## config.mk

```make
export PLATFORM = sky130hd
export DESIGN_NAME = pulse_train_generator
export DESIGN_NICKNAME = d
export VERILOG_FILES = /design/src/rtl/pulse_train_generator.sv
export SDC_FILE = /design/constraint.sdc
export NUM_CORES = 1
export LEC_CHECK = 0
export ABC_AREA = 1
export BUFFER_PORTS_ARGS = -buffer_cell sky130_fd_sc_hd__buf_2
export CORE_ASPECT_RATIO = 1.75
export CORE_UTILIZATION = 35
export DETAILED_ROUTE_END_ITERATION = 7
export PLACE_DENSITY = 0.55
export SYNTH_ARGS = -nofsm -noshare
export SYNTH_HDL_FRONTEND = slang
export SYNTH_SLANG_ARGS = --single-unit
```

## constraint.sdc

```tcl
create_clock -name clk -period 2.5 [get_ports clk]
set_input_delay 0.375 -clock clk [delete_from_list [all_inputs] [get_ports clk]]
set_output_delay 0.375 -clock clk [all_outputs]
set_load 0.01 [all_outputs]
```

## src/rtl/pulse_train_generator.sv

```systemverilog
// Programmable pulse-train source: N pulses of H cycles high separated by L-cycle gaps,
// with a one-cycle done strobe on normal completion and synchronous abort.
module pulse_train_generator #(
   parameter int LEN_W = 8,
   parameter int CNT_W = 8
) (
   input  logic             clk,
   input  logic             rst,
   input  logic             start,
   input  logic             abort,
   input  logic [LEN_W-1:0] high_len,
   input  logic [LEN_W-1:0] low_len,
   input  logic [CNT_W-1:0] pulse_cnt,
   output logic             pulse,
   output logic             busy,
   output logic             done
);

   typedef enum logic [1:0] {IDLE, HIGH, LOW, DONE} state_t;

   state_t           state;
   state_t           next_state;
   logic [LEN_W-1:0] h_m1;
   logic [LEN_W-1:0] l_m1;
   logic [LEN_W-1:0] phase_cnt;
   logic [CNT_W-1:0] remaining;
   logic [LEN_W-1:0] high_m1_in;
   logic [LEN_W-1:0] low_m1_in;
   logic             accept;
   logic             phase_end;
   logic             pulse_nxt;
   logic             busy_nxt;
   logic             done_nxt;

   // Lengths are stored minus one so a zero request collapses onto a one-cycle phase.
   assign high_m1_in = (high_len == '0) ? '0 : high_len - LEN_W'(1);
   assign low_m1_in  = (low_len == '0) ? '0 : low_len - LEN_W'(1);
   assign accept     = (state == IDLE) && start && !abort;
   assign phase_end  = (phase_cnt == '0);

   always_ff @(posedge clk or posedge rst) begin
      if (rst) begin
         state <= IDLE;
      end else begin
         state <= next_state;
      end
   end

   always_comb begin
      next_state = state;
      unique case (state)
         IDLE: begin
            if (accept) begin
               next_state = (pulse_cnt == '0) ? DONE : HIGH;
            end
         end
         HIGH: begin
            if (abort) begin
               next_state = IDLE;
            end else if (phase_end) begin
               next_state = (remaining == '0) ? DONE : LOW;
            end
         end
         LOW: begin
            if (abort) begin
               next_state = IDLE;
            end else if (phase_end) begin
               next_state = HIGH;
            end
         end
         DONE: begin
            next_state = IDLE;
         end
         default: begin
            next_state = IDLE;
         end
      endcase
   end

   // Phase counter runs down to zero in each phase; remaining counts pulses still to emit.
   always_ff @(posedge clk or posedge rst) begin
      if (rst) begin
         h_m1      <= '0;
         l_m1      <= '0;
         phase_cnt <= '0;
         remaining <= '0;
      end else begin
         unique case (state)
            IDLE: begin
               if (accept) begin
                  h_m1      <= high_m1_in;
                  l_m1      <= low_m1_in;
                  phase_cnt <= high_m1_in;
                  remaining <= (pulse_cnt == '0) ? '0 : pulse_cnt - CNT_W'(1);
               end
            end
            HIGH: begin
               if (phase_end) begin
                  phase_cnt <= l_m1;
                  if (remaining != '0) begin
                     remaining <= remaining - CNT_W'(1);
                  end
               end else begin
                  phase_cnt <= phase_cnt - LEN_W'(1);
               end
            end
            LOW: begin
               if (phase_end) begin
                  phase_cnt <= h_m1;
               end else begin
                  phase_cnt <= phase_cnt - LEN_W'(1);
               end
            end
            default: begin
               phase_cnt <= '0;
            end
         endcase
      end
   end

   // Outputs are decoded from the upcoming state and registered, so they change with the state.
   always_comb begin
      pulse_nxt = 1'b0;
      busy_nxt  = 1'b0;
      done_nxt  = 1'b0;
      unique case (next_state)
         HIGH: begin
            pulse_nxt = 1'b1;
            busy_nxt  = 1'b1;
         end
         LOW: begin
            busy_nxt = 1'b1;
         end
         DONE: begin
            done_nxt = 1'b1;
         end
         default: begin
            pulse_nxt = 1'b0;
         end
      endcase
   end

   always_ff @(posedge clk or posedge rst) begin
      if (rst) begin
         pulse <= 1'b0;
         busy  <= 1'b0;
         done  <= 1'b0;
      end else begin
         pulse <= pulse_nxt;
         busy  <= busy_nxt;
         done  <= done_nxt;
      end
   end

endmodule

```

==> implementation parameters, run 1 <==
Parameter                              Value

Cells and area
  End-of-flow core utilization ... 0.412
  Number of fill cells in the layout ... 797
  Diodes inserted ... 0
  Share of cells above drive strength 1 ... 0.157
  Layout-stage area growth over the synthesis result ... 14.9%
  Seq. cell area ... 926 sq um
  Fin nets ... 464
  Post-route insts no fill ... 516
  Area of combinational cells with multiple inputs ... 0.00149 sq mm

Status
  Status ... complete, no violations

Die
  Full die area ... 0.00807 sq mm
  Die outline height ... 118 um
  Top Ports ... 31
  Row count ... 42
  Core box area ... 0.00751 sq mm
  Initial Util ... 0.358
  Overall die width ... 68.3 um

Clocking
  Clock Tree Buf Depth ... 2
  H-tree depth ... 2
  Number of buffers added for setup after CTS ... 0
  Clock network latency to the later pin of the worst-skew pair ... 0.28 ns
  Clock transition time at the flip-flop clock pins of the worst setup and hold paths ... 0.06 ns
  Clock tree root buffer cell ... sky130_fd_sc_hd__clkbuf_16
  Cts hold-fix bufs ... 0
  Sinks on the clock net ... 37
  Inserted Clock Buffers ... 5
  Number of cells upsized or downsized after cts ... 0
  CTS tree ... done

STA
  Max Freq ... 488 MHz
  Hold Fails Final Rpt ... 0
  Min cycle time layout ... 2.05 ns
  Worst clock skew on the final layout ... 0.00480 ns
  Worst hold slack across all endpoints ... 0.187 ns
  # setup viols final ... 0
  Measured slew at the worst slew-check pin ... 0.535 ns
  Period utilization ... 0.820
  Total Neg Setup Slack ... 0 ns
  Worst slew margin relative to its limit ... 0.641
  Number of max-slew violations in the final report ... 0
  Setup repair after global routing missed its margin ... false
  Setup slack after layout ... 0.450 ns

Setup path
  Classification of the worst setup path ... register to register
  RR Endpoint ... busy
  Startpoint type of the worst setup path ... register
  Cell Chain, Critical Path ... inv_1, ha_1, nand2_2, nor2_8, nand2_4, inv_2, nor2_1, o21bai_1, nand2_1, inv_2, ha_1
  Slowest library cell on the worst path ... sky130_fd_sc_hd__dfrtp_1
  Type of element capturing the critical path ... register
  Max Fanout on Critical Path ... 18
  Beginning of the worst register-to-register path ... phase_cnt[0]
  Setup slack, reg-to-reg ... 0.45 ns
  Crit path DAT ... 2.22 ns
  Buf+Inv Stages, Crit Path ... 3
  Number of cells on the worst reg-to-reg path ... 11
  Worst stage delay on the critical path ... 0.37 ns
  Cell family with the largest share of critical-path delay ... simple AND/OR/NAND/NOR gates
  Endpoint required time on the critical path ... 2.67 ns

Hold path
  Path category of the worst min-delay check ... primary input to asynchronous set/reset pin

Routing
  Wirelength, routed ... 6770 um
  Total number of vias ... 2566
  Post-detailed-route via-to-cell ratio ... 4.97
  Violation count after the first detailed-route iteration ... 71
  Number of routed nets with antenna violations ... 0
  Average routed wire per standard cell ... 13.1 um
  Number of iterations in the first detailed-routing pass ... 6
  Remaining routing DRC violations ... 0

Synthesis
  Most used DFF post-synth ... sky130_fd_sc_hd__dfrtp_1
  Top cell type's share of synthesized area ... 0.344
  Cell area after technology mapping ... 0.00269 sq mm
  Synthesized area per cell ... 6.84 sq um
  Net count after synthesis ... 431
  Gate count of the mapped netlist ... 394
  Biggest area contributors in the synthesized netlist ... sky130_fd_sc_hd__dfrtp_1, sky130_fd_sc_hd__nand2_1, sky130_fd_sc_hd__nand3_1
  Flops & latches, synth ... 37
  Library cells used by synthesis ... 31
  Number of enable-type register cells in the synthesized netlist ... 0
  Library cell with the largest summed area after synthesis ... sky130_fd_sc_hd__dfrtp_1
  Register area share after synthesis ... 0.344
  Synth async-reset ratio ... 1.00
  Dominant cell by count in the synthesized netlist ... sky130_fd_sc_hd__nand2_1
  Number of warnings issued by yosys ... 0
  Synth top cells by count ... sky130_fd_sc_hd__nand2_1, sky130_fd_sc_hd__nand3_1, sky130_fd_sc_hd__inv_1

GRT
  GRT Util Overall ... 0.191
  Antenna violations before repair ... 0
  Number of global-route vias before repair ... 2567
  Global-route wire length before repair ... 11500 um
  Largest net degree at the start of global routing ... 38
  Leftover overflow at the end of global routing ... 0

Power and ir drop
  Power density cells ... 951 mW/mm^2
  Leakage ... 1.63 nW
  Largest vdd supply drop ... 480 uV

Place
  Half-perimeter wire length after placement ... 5420 um
  Post-Place Setup Slack ... 0.458 ns
  Number of port buffers ... 30
  Final Wtd Congestion ... 0.834
  DP Cell Count ... 508

Job
  Max-cap check violation count ... 0
-- per-stage QoR --
| stage | power, mW | instance area [sq um] |
|---|---|---|
| after floorplan | 1.97 | 2690 |
| after global placement | 2.29 | 2940 |
| after detailed placement | 2.31 | 2940 |
| after CTS | 2.97 | 3100 |
| after global routing | 3.22 | 3100 |
| final | 2.94 | 3100 |
-- kinds of logic after synthesis --
group | count (synthesis) | share of synthesized area
AOI/OAI and AO/OA | 37 | 0.0762
xor gates and xnor gates | 14 | 0.0455
adders and majority gates | 9 | 0.0418
buffers and inverters | 71 | 0.105
DFF | 37 | 0.344
and+or+nand+nor | 226 | 0.388
-- state kept, by name, summed over array words and instances (netlist names) --
| signal | flops |
|---|---|
| l_m1 | 8 |
| pulse | 1 |
| h_m1 | 8 |
| state | 2 |
| done | 1 |
| remaining | 8 |
| busy | 1 |
| phase_cnt | 8 |
-- worst max-delay path by stage --
stage | from | endpoint | slack (ns) | cells past startpoint
6_report | phase_cnt[0] | busy | 0.45 | 11
5_1_grt | phase_cnt[0] | busy | 0.28 | 12
4_1_cts | phase_cnt[0] | busy | 0.45 | 11
3_5_place_dp | phase_cnt[0] | busy | 0.46 | 11
3_3_place_gp | phase_cnt[0] | busy | 0.53 | 12
2_1_floorplan | phase_cnt[0] | busy | 0.74 | 11
-- placed cells by master (no fill, tap or decap) --
master                      instances
sky130_fd_sc_hd__ha_1               9
sky130_fd_sc_hd__nand3_2            1
sky130_fd_sc_hd__buf_2             30
sky130_fd_sc_hd__dfrtp_1           37
sky130_fd_sc_hd__nor2_8             1
sky130_fd_sc_hd__clkinv_4           1
sky130_fd_sc_hd__nor2_4             1
sky130_fd_sc_hd__or2_2              2
sky130_fd_sc_hd__clkinv_2           1
sky130_fd_sc_hd__nand3b_1           2
sky130_fd_sc_hd__nand2_2            1
sky130_fd_sc_hd__o21ai_1            6
sky130_fd_sc_hd__a21oi_1            1
sky130_fd_sc_hd__clkbuf_16          5
sky130_fd_sc_hd__nand4_1           14
sky130_fd_sc_hd__o22ai_1            8
sky130_fd_sc_hd__inv_2             11
sky130_fd_sc_hd__nor2_1            26
sky130_fd_sc_hd__inv_1             51
sky130_fd_sc_hd__nand2_1          111
sky130_fd_sc_hd__nor2_2             1
sky130_fd_sc_hd__o21ai_0           19
sky130_fd_sc_hd__xor2_1            11
sky130_fd_sc_hd__o21ai_2            2
sky130_fd_sc_hd__nand3_4            1
sky130_fd_sc_hd__buf_4              5
sky130_fd_sc_hd__xnor2_1            3
sky130_fd_sc_hd__nand4_2            1
sky130_fd_sc_hd__nand2_4            2
sky130_fd_sc_hd__nor3_1             3
sky130_fd_sc_hd__nand3_1           59
sky130_fd_sc_hd__clkbuf_8           1
sky130_fd_sc_hd__o21bai_1           1
-- routing by layer --
metal | global-route usage | share of wire
met5 | 0 | 0
met4 | 0.0820 | 0.029
met3 | 0.0271 | 0.018
met2 | 0.367 | 0.59
met1 | 0.187 | 0.36
-- where the power goes --
part	internal, mW	switching [mW]	leakage [nW]
Combinational	0.450	0.880	1.09
Clock	0.396	0.247	0.0768
Sequential	0.818	0.152	0.464
-- area by class of cell --
class | count | share of cell area
clock inverters | 2 | 0.00445
repair buffers | 35 | 0.0606
clock buffers | 6 | 0.0449
flip-flops and latches | 37 | 0.299
inverters | 62 | 0.0752
multi-input cells | 286 | 0.480
well taps | 88 | 0.0356
-- worst min-delay path, delay by kind of cell --
family | cells | cell delay (ns)
buffers and inverters | 3 | 0.53
Power figures use the tool's default switching activity.
==> run 2: changes to the inputs <==
PLACE_DENSITY = 0.57   (was 0.55)
clock period = 1.7 ns   (was 2.5 ns; I/O delays follow)
==> implementation parameters, run 2 (synthesis results as in run 1) <==
Parameter                              Value

Setup path
  Endpoint required time on the critical path ... 1.87 ns (-0.80 ns)
  Crit path DAT ... 1.73 ns (-0.49 ns)
  Buf+Inv Stages, Crit Path ... 3 (unchanged)
  Startpoint type of the worst setup path ... register
  Slowest library cell on the worst path ... sky130_fd_sc_hd__dfrtp_1
  Classification of the worst setup path ... register to register
  Worst stage delay on the critical path ... 0.38 ns (about the same)
  Cell Chain, Critical Path ... inv_2, ha_4, nand2_4, nor2_8, nand2_4, inv_4, nor2_2, o21bai_1, nand2_1, inv_2, ha_4
  Type of element capturing the critical path ... register
  Cell family with the largest share of critical-path delay ... flip-flops
  Max Fanout on Critical Path ... 3 (-15)

Cells and area
  Leading cell types in the layout, fill and taps excluded ... sky130_fd_sc_hd__nand2_1, sky130_fd_sc_hd__nand3_1, sky130_fd_sc_hd__inv_1
  Number of fill cells in the layout ... 800 (+0.38%)
  Layout-stage area growth over the synthesis result ... 22.6%
  End-of-flow core utilization ... 0.440 (+0.0276)
  Most common cell after layout, fill and taps aside ... sky130_fd_sc_hd__nand2_1
  Fin nets ... 484 (+4.3%)
  Diodes inserted ... 0 (unchanged)
  Share of cells above drive strength 1 ... 0.205 (+0.0488)

GRT
  M1 GR Usage ... 0.195 (+0.00808)
  Largest net degree at the start of global routing ... 38 (unchanged)
  Antenna violations before repair ... 0 (unchanged)
  Global-route wire length before repair ... 12300 um (+6.5%)
  GR Layer Usage met3 ... 0.0281 (+0.000969)
  Met2 Use GR ... 0.381 (+0.0135)
  Leftover overflow at the end of global routing ... 0 (unchanged)
  Busiest layer in global routing ... met2
  Number of global-route vias before repair ... 2714 (+5.7%)
  GRT Util Overall ... 0.203 (+0.0120)

STA
  Period utilization ... 0.915 (+0.0947)
  Measured slew at the worst slew-check pin ... 0.487 ns (-0.0481 ns)
  Number of max-slew violations in the final report ... 0 (unchanged)
  Total Neg Setup Slack ... 0 ns (unchanged)
  Worst slew margin relative to its limit ... 0.675 (+0.0345)
  Max Freq ... 643 MHz (+32%)
  Setup repair after global routing missed its margin ... false
  Hold Fails Final Rpt ... 0 (unchanged)
  # setup viols final ... 0 (unchanged)
  Worst clock skew on the final layout ... 0.00403 ns (-0.000765 ns)
  Min cycle time layout ... 1.56 ns (-0.495 ns)

Clocking
  Sinks on the clock net ... 37 (unchanged)
  CTS tree ... done
  Clock network latency to the later pin of the worst-skew pair ... 0.28 ns (about the same)
  H-tree depth ... 2 (unchanged)
  Cts hold-fix bufs ... 0 (unchanged)
  Clock Tree Buf Depth ... 2 (unchanged)
  Clock tree root buffer cell ... sky130_fd_sc_hd__clkbuf_16
  Clock transition time at the flip-flop clock pins of the worst setup and hold paths ... 0.06 ns (about the same)
  Inserted Clock Buffers ... 5 (unchanged)

Die
  Overall die width ... 68.3 um (unchanged)
  Core box area ... 0.00751 sq mm (unchanged)
  Initial Util ... 0.358 (unchanged)
  Full die area ... 0.00807 sq mm (unchanged)
  Top Ports ... 31 (unchanged)
  Die outline height ... 118 um (unchanged)
  Row count ... 42 (unchanged)

Routing
  Total number of vias ... 2684 (+4.6%)
  Post-detailed-route via-to-cell ratio ... 5.01 (+0.70%)
  Wirelength, routed ... 7290 um (+7.6%)
  Number of routed nets with antenna violations ... 0 (unchanged)
  Violation count after the first detailed-route iteration ... 80 (+13%)
  Remaining routing DRC violations ... 0 (unchanged)
  Number of iterations in the first detailed-routing pass ... 5 (-1)
  Average routed wire per standard cell ... 13.6 um (+3.6%)

Place
  Number of port buffers ... 30 (unchanged)
  Final Wtd Congestion ... 0.833 (about the same)
  Half-perimeter wire length after placement ... 5780 um (+6.5%)

Power and ir drop
  Power density cells ... 1450 mW/mm^2 (+52%)
  Leakage ... 1.74 nW (+6.5%)
  Largest vdd supply drop ... 662 uV (+38%)

Hold path
  Path category of the worst min-delay check ... primary input to asynchronous set/reset pin

Job
  Max-cap check violation count ... 0 (unchanged)

Status
  Status ... complete, no violations
run 2: cell types whose count changed in the layout (fill, tap and decap cells not counted), sizes merged:
cell	before	now
clkinv	2	0
bufinv	0	1
buf	35	55
clkbuf	6	7
run 2: per-layer routing:
metal | vias to the layer above | part of all wire
li1 | 1378 | -
met2 | 58 | 0.57
met5 | - | 0
met3 | 28 | 0.020
met1 | 1220 | 0.35
met4 | 0 | 0.055
run 2: report_power, final:
part | switching, mW | internal [mW] | total [mW]
sequential | 0.203 | 1.20 | 1.41
combinational | 1.42 | 0.872 | 2.29
clock | 0.352 | 0.733 | 1.08
run 2: worst paths after layout:
path	slack [ns]	startpoint	cells after the start	end
max	0.14	phase_cnt[0]	11	busy
min	0.08	rst	3	done
max reg2reg	0.14	phase_cnt[0]	11	busy
min reg2reg	0.49	h_m1[2]	2	h_m1[2]
max in group asynchronous	1.28	rst	3	phase_cnt[3]
min in group clk	0.16	low_len[0]	2	l_m1[0]
run 2: layout make-up:
class,instances,area (sq um),share of cell area
timing repair buffer,55,338,0.102
clock inverter,1,30.0,0.00909
tap,88,110,0.0333
sequential,37,926,0.280
clock buffer,7,143,0.0432
inverter,62,235,0.0712
multi-input combinational,286,1520,0.461
run 2: stage by stage:
| stage | hold WS, ns | setup WS [ns] | area (sq um) | power [mW] | instances |
|---|---|---|---|---|---|
| 5_1_grt | 0.137 | 0.000327 | 3300 | 5.19 | 536 |
| 3_3_place_gp | 0.388 | 0.0716 | 3080 | 3.57 | 524 |
| 2_1_floorplan | 0.350 | 0.00343 | 2710 | 2.93 | 394 |
| 6_report | 0.0762 | 0.145 | 3300 | 4.78 | 536 |
| 3_5_place_dp | 0.395 | 0.0387 | 3080 | 3.62 | 524 |
| 4_1_cts | 0.0943 | 0.0310 | 3250 | 4.72 | 532 |
run 2: worst register-to-register path, cell delays in order (launching register included):
cell and delay, ns:
sky130_fd_sc_hd__dfrtp_1 0.38, sky130_fd_sc_hd__inv_2 0.09, sky130_fd_sc_hd__ha_4 0.15, sky130_fd_sc_hd__nand2_4 0.06, sky130_fd_sc_hd__nor2_8 0.09, sky130_fd_sc_hd__nand2_4 0.07
sky130_fd_sc_hd__inv_4 0.06, sky130_fd_sc_hd__nor2_2 0.03, sky130_fd_sc_hd__o21bai_1 0.15, sky130_fd_sc_hd__nand2_1 0.10, sky130_fd_sc_hd__inv_2 0.06, sky130_fd_sc_hd__ha_4 0.20
run 2: timing repair:
item                                    CTS  global route
endpoints found under the setup margin    0             8
resized for setup                         0             5
setup buffers                             0             4
